--- config.mk ---
export PLATFORM = sky130hd
export DESIGN_NAME = ecc_scrub_mem
export DESIGN_NICKNAME = d
export VERILOG_FILES = /design/src/rtl/ecc_scrub_mem.sv
export SDC_FILE = /design/constraint.sdc
export NUM_CORES = 2
export LEC_CHECK = 0
export BUFFER_PORTS_ARGS = -buffer_cell sky130_fd_sc_hd__buf_4
export CORE_ASPECT_RATIO = 1.5
export CORE_MARGIN = 3
export CORE_UTILIZATION = 45
export CTS_BUF_LIST = sky130_fd_sc_hd__clkbuf_8 sky130_fd_sc_hd__clkbuf_16
export DETAILED_ROUTE_END_ITERATION = 6
export GPL_ROUTABILITY_DRIVEN = 0
export PLACE_DENSITY = 0.63
export REMOVE_ABC_BUFFERS = 1
export SLEW_MARGIN = 20
export SYNTH_ARGS = -nofsm -noshare
export SYNTH_HDL_FRONTEND = slang
export SYNTH_SLANG_ARGS = --single-unit
--- constraint.sdc ---
create_clock -name clk -period 9.99 [get_ports clk]
set_input_delay 1.4985 -clock clk [delete_from_list [all_inputs] [get_ports clk]]
set_output_delay 1.4985 -clock clk [all_outputs]
set_load 0.01 [all_outputs]
--- src/rtl/ecc_scrub_mem.sv ---
// ---------------------------------------------------------------------------
// ecc_scrub_mem
//
// SECDED-protected single-port word memory with a background scrubber.
// Every stored word is a Hamming codeword extended with an overall parity bit,
// laid out as {ecc, data}. Reads correct single-bit errors and flag
// double-bit errors. Corrected words are written back to the array. While the
// port is idle, a scrubber periodically reads one address, corrects it, and
// moves on to the next address.
//
// The array is never read and written in the same cycle. Every cycle is
// exactly one of: INIT write, user read, user write, writeback, scrub read,
// or scrub writeback. This lets the array map onto a true single-port SRAM.
//
// Parameters
//   DATA_W          data bits per word (4..64)
//   DEPTH           words in the array (power of two, >= 2)
//   SCRUB_INTERVAL  idle cycles between scrub accesses (>= 2)
//
// Ports
//   clk             clock, all logic on the rising edge
//   rst_l           synchronous active-low reset
//   req_valid       request present
//   req_ready       request accepted when req_valid && req_ready
//   req_we          1 = write, 0 = read
//   req_addr        word address
//   req_wdata       write data
//   inj_en          XOR inj_mask into the codeword of a user write
//   inj_mask        error-injection mask over the stored {ecc, data}
//   scrub_en        enable background scrubbing
//   rsp_valid       read response strobe (two cycles after accept)
//   rsp_rdata       corrected data, or raw stored data on a double error
//   rsp_single_err  response carried a corrected single error
//   rsp_double_err  response carried an uncorrectable error
//   sec_count       saturating count of single errors (user + scrub)
//   ded_count       saturating count of double errors (user + scrub)
//   ded_addr        address of the most recent double error
// ---------------------------------------------------------------------------
module ecc_scrub_mem #(
  parameter int DATA_W         = 32,
  parameter int DEPTH          = 64,
  parameter int SCRUB_INTERVAL = 1024,
  // Smallest P with 2^P >= DATA_W + P + 1, for DATA_W in 4..64.
  localparam int P     = (DATA_W <= 4)  ? 3 :
                         (DATA_W <= 11) ? 4 :
                         (DATA_W <= 26) ? 5 :
                         (DATA_W <= 57) ? 6 : 7,
  localparam int ECC_W = P + 1,
  localparam int CW_W  = DATA_W + ECC_W,
  localparam int AW    = $clog2(DEPTH)
) (
  input  logic              clk,
  input  logic              rst_l,
  input  logic              req_valid,
  output logic              req_ready,
  input  logic              req_we,
  input  logic [AW-1:0]     req_addr,
  input  logic [DATA_W-1:0] req_wdata,
  input  logic              inj_en,
  input  logic [CW_W-1:0]   inj_mask,
  input  logic              scrub_en,
  output logic              rsp_valid,
  output logic [DATA_W-1:0] rsp_rdata,
  output logic              rsp_single_err,
  output logic              rsp_double_err,
  output logic [15:0]       sec_count,
  output logic [15:0]       ded_count,
  output logic [AW-1:0]     ded_addr
);

  localparam int CNT_W = $clog2(SCRUB_INTERVAL);
  localparam logic [CNT_W-1:0] SCRUB_LAST = CNT_W'(SCRUB_INTERVAL - 1);
  localparam logic [AW-1:0]    ADDR_LAST  = AW'(DEPTH - 1);

  localparam logic [1:0] S_INIT      = 2'd0;
  localparam logic [1:0] S_IDLE      = 2'd1;
  localparam logic [1:0] S_SCRUB_RD  = 2'd2;
  localparam logic [1:0] S_SCRUB_CHK = 2'd3;

  // -------------------------------------------------------------------------
  // Codeword helpers
  // -------------------------------------------------------------------------
  typedef logic [DATA_W-1:0][P-1:0] pos_tbl_t;

  typedef struct packed {
    logic              sec;
    logic              ded;
    logic [DATA_W-1:0] data;
    logic [CW_W-1:0]   fixed_cw;
  } dec_t;

  // Hamming position (1-based) of each data bit. Data bits take the
  // non-power-of-two positions in ascending order.
  function automatic pos_tbl_t f_dpos();
    pos_tbl_t t;
    int       pos;
    t   = '0;
    pos = 1;
    for (int k = 0; k < DATA_W; k++) begin
      while ((pos & (pos - 1)) == 0) pos++;
      t[k] = pos[P-1:0];
      pos++;
    end
    return t;
  endfunction

  localparam pos_tbl_t DPOS = f_dpos();

  // Check bit i covers every data bit whose position has bit i set.
  function automatic logic [P-1:0] f_chk(input logic [DATA_W-1:0] d);
    logic [P-1:0] c;
    c = '0;
    for (int i = 0; i < P; i++) begin
      for (int k = 0; k < DATA_W; k++) begin
        c[i] = c[i] ^ (d[k] & DPOS[k][i]);
      end
    end
    return c;
  endfunction

  // The top ecc bit makes the XOR of the whole codeword zero.
  function automatic logic [CW_W-1:0] f_encode(input logic [DATA_W-1:0] d);
    logic [P-1:0] c;
    c = f_chk(d);
    return {^{d, c}, c, d};
  endfunction

  // A single error always toggles overall parity. If the syndrome does not
  // land on a data position, the flipped bit was a check bit or the parity
  // bit, and the data is already correct. The corrected codeword is rebuilt
  // from the corrected data, so it is clean whichever bit was hit.
  function automatic dec_t f_decode(input logic [CW_W-1:0] cw);
    dec_t              r;
    logic [DATA_W-1:0] d;
    logic [P-1:0]      syn;
    logic              par_bad;
    d       = cw[DATA_W-1:0];
    syn     = f_chk(d) ^ cw[DATA_W +: P];
    par_bad = ^cw;
    if (par_bad) begin
      for (int k = 0; k < DATA_W; k++) begin
        if (syn == DPOS[k]) d[k] = ~d[k];
      end
    end
    r.sec      = par_bad;
    r.ded      = !par_bad && (syn != '0);
    r.data     = d;
    r.fixed_cw = f_encode(d);
    return r;
  endfunction

  function automatic logic [15:0] f_sat_add(input logic [15:0] c,
                                            input logic [1:0]  inc);
    logic [16:0] s;
    s = {1'b0, c} + {15'd0, inc};
    return s[16] ? 16'hFFFF : s[15:0];
  endfunction

  // -------------------------------------------------------------------------
  // State
  // -------------------------------------------------------------------------
  logic [CW_W-1:0]   r_mem [DEPTH];
  logic [1:0]        r_state;
  logic [AW-1:0]     r_ptr;        // INIT fill address, then scrub address
  logic [CNT_W-1:0]  r_scrub_cnt;

  logic              r_rd_vld;     // user read has its word in r_rd_cw
  logic [AW-1:0]     r_rd_addr;
  logic [CW_W-1:0]   r_rd_cw;      // shared by user reads and scrub reads

  logic              r_wb_pend;
  logic [AW-1:0]     r_wb_addr;
  logic [CW_W-1:0]   r_wb_cw;

  logic              r_rsp_valid;
  logic [DATA_W-1:0] r_rsp_rdata;
  logic              r_rsp_sec;
  logic              r_rsp_ded;
  logic [15:0]       r_sec_cnt;
  logic [15:0]       r_ded_cnt;
  logic [AW-1:0]     r_ded_addr;

  // -------------------------------------------------------------------------
  // Control
  // -------------------------------------------------------------------------
  dec_t            w_dec;
  logic            w_accept;
  logic            w_rd_accept;
  logic            w_wr_accept;
  logic            w_scrub_chk;
  logic            w_inflight;
  logic            w_scrub_go;
  logic            w_hazard;
  logic [1:0]      w_sec_inc;
  logic [1:0]      w_ded_inc;
  logic            w_re;
  logic [AW-1:0]   w_raddr;
  logic            w_we;
  logic [AW-1:0]   w_waddr;
  logic [CW_W-1:0] w_wcw;

  // The cycle after a corrected user read holds the writeback slot, so no
  // request is taken in that cycle.
  assign req_ready = (r_state == S_IDLE) && !(r_rsp_valid && r_rsp_sec);

  assign w_accept    = req_valid && req_ready;
  assign w_rd_accept = w_accept && !req_we;
  assign w_wr_accept = w_accept && req_we;

  assign w_dec       = f_decode(r_rd_cw);
  assign w_scrub_chk = (r_state == S_SCRUB_CHK);
  assign w_inflight  = r_rd_vld || r_wb_pend;
  assign w_scrub_go  = (r_state == S_IDLE) && scrub_en &&
                       (r_scrub_cnt == SCRUB_LAST) && !req_valid && !w_inflight;

  // A user write to the address being corrected makes the pending corrected
  // word stale, so the writeback is dropped.
  assign w_hazard    = w_wr_accept && (req_addr == r_rd_addr);

  assign w_sec_inc = {1'b0, r_rd_vld && w_dec.sec} + {1'b0, w_scrub_chk && w_dec.sec};
  assign w_ded_inc = {1'b0, r_rd_vld && w_dec.ded} + {1'b0, w_scrub_chk && w_dec.ded};

  assign w_re    = rst_l && (w_rd_accept || (r_state == S_SCRUB_RD));
  assign w_raddr = (r_state == S_SCRUB_RD) ? r_ptr : req_addr;

  // Write port priority. At most one source is active in any cycle. Only
  // user writes carry the injection mask.
  always_comb begin
    // NOTE: every signal gets a default first so no path leaves it unassigned,
    // which would infer a latch.
    w_we    = 1'b0;
    w_waddr = '0;
    w_wcw   = '0;
    if (r_state == S_INIT) begin
      w_we    = 1'b1;
      w_waddr = r_ptr;
      w_wcw   = f_encode('0);
    end else if (r_wb_pend) begin
      w_we    = 1'b1;
      w_waddr = r_wb_addr;
      w_wcw   = r_wb_cw;
    end else if (w_scrub_chk && w_dec.sec) begin
      w_we    = 1'b1;
      w_waddr = r_ptr;
      w_wcw   = w_dec.fixed_cw;
    end else if (w_wr_accept) begin
      w_we    = 1'b1;
      w_waddr = req_addr;
      w_wcw   = f_encode(req_wdata) ^ (inj_en ? inj_mask : '0);
    end
  end

  // -------------------------------------------------------------------------
  // Array and datapath registers
  // -------------------------------------------------------------------------
  // NOTE: the array has no reset. INIT fills it with clean zero codewords
  // after every reset. Writes are gated during reset so a request that
  // arrives together with reset cannot modify the array.
  always_ff @(posedge clk) begin
    if (w_we && rst_l) r_mem[w_waddr] <= w_wcw;
    if (w_re)          r_rd_cw        <= r_mem[w_raddr];
  end

  always_ff @(posedge clk) begin
    if (w_rd_accept) r_rd_addr <= req_addr;
    if (r_rd_vld) begin
      r_wb_addr <= r_rd_addr;
      r_wb_cw   <= w_dec.fixed_cw;
    end
  end

  // -------------------------------------------------------------------------
  // FSM, scrub pointer and interval counter
  // -------------------------------------------------------------------------
  // NOTE: all sequential state uses non-blocking assignments. Every register
  // then samples values from before the edge, whatever the block order.
  always_ff @(posedge clk) begin
    if (!rst_l) begin
      r_state     <= S_INIT;
      r_ptr       <= '0;
      r_scrub_cnt <= '0;
    end else begin
      case (r_state)
        S_INIT: begin
          r_ptr <= r_ptr + 1'b1;
          if (r_ptr == ADDR_LAST) r_state <= S_IDLE;
        end
        S_IDLE: begin
          if (!scrub_en) begin
            r_scrub_cnt <= '0;
          end else if (r_scrub_cnt == SCRUB_LAST) begin
            // Hold at the last count until the port is quiet.
            if (w_scrub_go) begin
              r_state     <= S_SCRUB_RD;
              r_scrub_cnt <= '0;
            end
          end else if (!w_accept) begin
            r_scrub_cnt <= r_scrub_cnt + 1'b1;
          end
        end
        S_SCRUB_RD: r_state <= S_SCRUB_CHK;
        S_SCRUB_CHK: begin
          r_ptr   <= r_ptr + 1'b1;
          r_state <= S_IDLE;
        end
        default: r_state <= S_INIT;
      endcase
    end
  end

  // -------------------------------------------------------------------------
  // Read pipeline, response, writeback and error bookkeeping
  // -------------------------------------------------------------------------
  always_ff @(posedge clk) begin
    if (!rst_l) begin
      r_rd_vld    <= 1'b0;
      r_wb_pend   <= 1'b0;
      r_rsp_valid <= 1'b0;
      r_rsp_rdata <= '0;
      r_rsp_sec   <= 1'b0;
      r_rsp_ded   <= 1'b0;
      r_sec_cnt   <= '0;
      r_ded_cnt   <= '0;
      r_ded_addr  <= '0;
    end else begin
      r_rd_vld  <= w_rd_accept;
      r_wb_pend <= r_rd_vld && w_dec.sec && !w_hazard;

      r_rsp_valid <= r_rd_vld;
      r_rsp_rdata <= r_rd_vld ? w_dec.data : '0;
      r_rsp_sec   <= r_rd_vld && w_dec.sec;
      r_rsp_ded   <= r_rd_vld && w_dec.ded;

      r_sec_cnt <= f_sat_add(r_sec_cnt, w_sec_inc);
      r_ded_cnt <= f_sat_add(r_ded_cnt, w_ded_inc);

      if (r_rd_vld && w_dec.ded)         r_ded_addr <= r_rd_addr;
      else if (w_scrub_chk && w_dec.ded) r_ded_addr <= r_ptr;
    end
  end

  assign rsp_valid      = r_rsp_valid;
  assign rsp_rdata      = r_rsp_rdata;
  assign rsp_single_err = r_rsp_sec;
  assign rsp_double_err = r_rsp_ded;
  assign sec_count      = r_sec_cnt;
  assign ded_count      = r_ded_cnt;
  assign ded_addr       = r_ded_addr;

endmodule

== Word level (Yosys, flattened, before mapping) ==
Memories as Yosys holds them, arrays and structs flattened. A register that Yosys moved wholly into a read port is not among the register bits.
Index checks and enable logic that the tools add are counted.
Word-level totals
  bits in registers: 144
  RAM bits: 2496
  input port bits: 83
  output and inout bits: 74
  word-level logic and storage cells: 450
  memories kept: 1
Memory list
  r_mem: words 64, bits a word 39, read ports 1, clocked after Yosys merged registers in 1, write ports 1, line 162  | logic [CW_W-1:0] r_mem [DEPTH];
Operators by class
  add/subtract/negate cells: 6
  equality and inequality tests: 44
  multiplexer cells: 62
  bitwise logic cells: 286
  reduce and logical (&&, ||, !) cells: 36
Operators with widths (count)
  $xor A1 B1 Y1: 252
  $mux W39: 5
  $eq A6 B5 Y1 const B: 15
  $reduce_xor A38 Y1: 2
  $eq A6 B4 Y1 const B: 7
  $eq A6 B6 Y1 const B: 7
  $mux W6: 7
  $mux W10: 4
  $reduce_xor A39 Y1: 1
  $xor A39 B39 Y39: 1
  $mux W1: 38
  $add A16 B2 Y17: 2
  $mux W16: 2
  $mux W32: 1
  $not A1 Y1: 32
  $eq A6 B3 Y1 const B: 3
  $logic_and A1 B1 Y1: 18
  $add A10 B1 Y10 const B: 1
  $eq A10 B10 Y1 const B: 1
  $mux W2: 4
  $pmux W2 S4: 1
  $add A6 B1 Y6 const B: 1
  $eq A6 B2 Y1 const B: 1
  $eq A6 B6 Y1: 1
  17 further kinds: 27

== Longest topological paths before layout ==
  word-level depth: 42
  gate-level depth with buffers: 22
  gate-level depth less buffers: 17

== Worst setup path before layout ==
OpenSTA, ideal clock, no wires.
  path type: reg2reg
  from: register r_rd_cw[4] (read register of r_mem)
  to: memory r_mem[0][35] in the netlist's numbering (data pin)
  library setup time: 0.767 ns
  arrival: 6.424 ns
  data required time: 9.223 ns
  slack: 2.799 ns
  cell stages (with the launch flop): 15
  path buffers: 1
  clock period less this slack: 7.191 ns
  cells stage by stage: edfxtp_1 xnor3_1 xnor3_2 xor2_1 xnor3_2 buf_6 nor3_4 nand3_1 xor2_1 xor2_1 xnor2_1 xnor2_1 xnor2_1 nand2_1 a311oi_1
RTL lines
  start, declared: line 169  | logic [CW_W-1:0] r_rd_cw;
  end, declared: line 162

== Final worst setup path ==
  from: register r_rd_cw[6] (read register of r_mem)
  to: memory r_mem[9][14] in the netlist's numbering, enable pin
On the way
  cells in the longest elaborated chain, start to end: 8
  elaborated cells on any way between the ends: 11
  those cells by class: mux (8); reduce/logical (3)
RTL lines
  $reduce_xor A39 Y1 *: line 139  | par_bad = ^cw;
  $logic_and A1 B1 Y1 *: line 242  | end else if (w_scrub_chk && w_dec.sec) begin
  $mux W1: line 242
  $mux W1: line 238  | end else if (r_wb_pend) begin
  $mux W1: line 234  | if (r_state == S_INIT) begin
  $logic_and A1 B1 Y1: line 260  | if (w_we && rst_l) r_mem[w_waddr] <= w_wcw;
  $mux W1: line 260
  $mux W1 (not written as such): line 260
Mark *: on every way between the ends. The rest lies on a longest branch, timed or not.

==> results.yml <==
run_status:
  status: "completed"
yosys:
  yosys.cell_count.top_type: "edfxtp_1"
  syn-instance-count: 5485
  ys_types: 61
  synth_ff_type: "edfxtp_1"
  synth.cell_area_um2: 106500
  ys_seq_area_share_pct: 74.68
  async_flop_share_pct: 0
  synth_edf_count: 2586
  postSynthAreaPerCell_um2: 19.41
  synth_area_leaders: "edfxtp_1, mux4_2, dfxtp_1, nand2_1, a211oi_1"
  synth.largest_area_cell: "edfxtp_1"
  synth_common_cells: "edfxtp_1, mux4_2, nand2_1"
  ys_ff_latch: 2679
  synth_top_area_share_pct: 72.94
  yosys_warnings: 0
clock_tree:
  ctsResizeCount: 0
  cts_setup_buffers: 0
  clkTransAtPathRegs_ns: 0.06
  holdBufCountCts: 0
  clk_path_buf_depth: 4
  cts_buffers: 235
  h-tree-depth: 4
  cts.sinks: 2679
  cts_tree: "done"
  clk_latency_ns: 0.88
  clk_root_buffer_cell: "clkbuf_16"
floorplanning:
  io_pins: 157
  core_area_um2: 235100
  start_util_pct: 45.28
  die_w_um: 403.2
  core.rowCount: 218
  dieArea_um2: 242600
  dieHeight_um: 601.7
finish:
  drive_gt1_share_pct: 24.10
  area.growth.synth_to_final_pct: 12.98
  post-route-util_pct: 51.16
  final_area_um2: 120300
  fin_nets: 5808
  n_fill_cell: 18619
critical_path:
  start_kind: "flip-flop"
  path_cells: "xnor3_1 -> xnor3_2 -> xor2_1 -> xnor3_2 -> xnor2_1 -> and2_1 -> nor3_1 -> a22oi_1 -> nor2_1 -> a21oi_1 -> nand2_1 -> nor2_4 -> buf_4"
  cp_slowest_stage_delay_ns: 0.78
  crit_top_cell: "xnor3_2"
  crit_fanout: 24
  end_kind: "flip-flop"
  critPathArrivalTime_ns: 7.10
  critPathKind: "reg -> reg"
  cp_num_buf_inv: 1
  cp_top_family: "XOR/XNOR gates"
  cpMaxStageDelayCell: "nor2_4"
  crit_required_ns: 10.46
routing:
  final_antenna_net_count: 0
  vias: 53887
  drt-pass1-iter-count: 6
  routedWlPerCell_um: 30.13
  wirelength_um: 270800
  drc_errors: 0
  via_per_inst: 5.995
  drtIter0Drc: 5523
global_routing:
  antenna_found_initial: 10
  grt_max_degree: 141
  grt_pass1_vias: 55700
  grt_pass1_wl_um: 393700
  grt_util_all_layers_pct: 22.20
  gr-total-overflow: 0
flow_run:
  drv_cap: 0
placement:
  dp.final_hpwl_um: 156900
  dpl_cell_area_um2: 112600
  io_buffers: 156
timing:
  grt_setup_unrepaired: "no"
  fmax_mhz: 150.9
  max_slew.worst_pin.slew_ns: 1.214
  hold_viol: 0
  finalSetupViolCount: 0
  period_share_pct: 66.32
  period_needed_ns: 6.626
  relSlewSlack_pct: 18.59
  fin_worst_skew_ns: 0.05965
  drv_slew: 0
power_and_ir_drop:
  power.density_nw_per_um2: 184.3
  leakage_nw: 40.53
  worst_ir_drop_vdd_uv: 140.1
worst_hold_path:
  min-delay-path-class: "reg -> reg"
layout by cell type, fill, tap and decap left out, types with 5 or more instances in the layout:
cell        count
a211oi_1      198
a21oi_1       126
a21oi_4         5
a22oi_1         6
a311oi_1       79
a31oi_1        80
and2_1        170
and3_1         10
buf_12         18
buf_4         292
bufinv_16      29
clkbuf_16     237
clkinv_1       51
clkinv_2       50
clkinv_4        6
clkinvlp_4     17
dfxtp_1        92
diode_2         5
edfxtp_1     2586
ha_1            8
inv_1          67
mux2i_1         9
mux4_2        624
nand2_1       422
nand3_1        62
nand4_1        10
nor2_1        101
nor2_4         96
nor2b_1        10
nor3_1         10
o211ai_1       27
o21ai_0        52
xnor2_1       163
xnor2_2         6
xnor3_1        26
xnor3_2         5
xor2_1         87
per-stage QoR:
stage | instances | TNS [ns] | power (W) | hold slack, ns | setup slack, ns
after floorplan | 5166 | -2015.36 | 0.01326 | 0.4535 | -51.68
after global placement | 8551 | 0 | 0.01330 | 0.4682 | 3.635
after detailed placement | 8557 | 0 | 0.01330 | 0.4900 | 3.447
after CTS | 8984 | 0 | 0.02234 | 0.4990 | 3.402
after global routing | 8986 | 0 | 0.02280 | 0.5289 | 3.112
final | 8989 | 0 | 0.02216 | 0.5007 | 3.364
area by class of cell:
cell class / instances / area, µm² / area share [%]
well taps: 3080 / 3854 / 3.204
clock buffers: 241 / 5986 / 4.976
multi-input cells: 2445 / 26520 / 22.05
diodes: 5 / 12.51 / 0.01040
inverters: 42 / 157.7 / 0.1311
clock inverters: 186 / 1667 / 1.385
flip-flops and latches: 2679 / 79520 / 66.10
repair buffers: 311 / 2580 / 2.145
where the power goes:
| group | switching [W] | leakage (nW) | internal [W] |
|---|---|---|---|
| Combinational | 0.000554 | 9.29 | 0.000317 |
| Clock | 0.00403 | 3.84 | 0.00509 |
| Sequential | 0.0000120 | 27.4 | 0.0122 |
worst reg2reg max path, stage by stage, from the launching register on:
cell      delay (ns)
edfxtp_1        0.52
xnor3_1         0.45
xnor3_2         0.44
xor2_1          0.22
xnor3_2         0.66
xnor2_1         0.43
and2_1          0.45
nor3_1          0.21
a22oi_1         0.21
nor2_1          0.07
a21oi_1         0.57
nand2_1         0.67
nor2_4          0.78
buf_4           0.52
path summary, 6_finish.rpt:
| kind | start | endpoint | slack, ns | depth (start not counted) |
|---|---|---|---|---|
| hold / removal | r_scrub_cnt[8]$_SDFFE_PN0P_ | r_scrub_cnt[8]$_SDFFE_PN0P_ | 0.50 | 2 |
| setup / recovery | r_rd_cw[6]$_DFFE_PP_ | r_mem[9][14]$_DFFE_PP_ | 3.36 | 13 |
| setup reg to reg | r_rd_cw[6]$_DFFE_PP_ | r_mem[9][14]$_DFFE_PP_ | 3.36 | 13 |
| hold reg to reg | r_scrub_cnt[8]$_SDFFE_PN0P_ | r_scrub_cnt[8]$_SDFFE_PN0P_ | 0.50 | 2 |
logic make-up (layout without fill, tap and decap cells):
kind of cell	Yosys count	count (layout)	share of synthesized area, %
muxes	640	640	13.35
AOI/OAI and AO/OA	593	593	3.765
and+or+nand+nor	911	911	3.887
buffers and inverters	361	780	1.287
xor gates and xnor gates	290	290	2.879
DFF	2679	2679	74.68
adders and majority gates	11	11	0.1434
other	0	5	0
registers in the layout, indices dropped and copies added, names as in the netlist, 2 cells and up:
| name | cells |
|---|---|
| ded_count | 16 |
| r_scrub_cnt | 10 |
| rsp_rdata | 32 |
| r_rd_cw | 39 |
| r_wb_addr | 6 |
| r_rd_addr | 6 |
| r_ptr | 6 |
| sec_count | 16 |
| ded_addr | 6 |
| r_state | 2 |
| r_mem | 2496 |
| r_wb_cw | 39 |
metal layers:
metal	track usage [%]	vias up	share of wire (%)
met5	0	-	0.011
met4	9.310	4	4.5
met3	3.034	493	6.1
met2	38.42	2103	52
met1	28.19	28676	38
li1	-	22611	-
No activity file was read; power rests on OpenSTA's default activity.
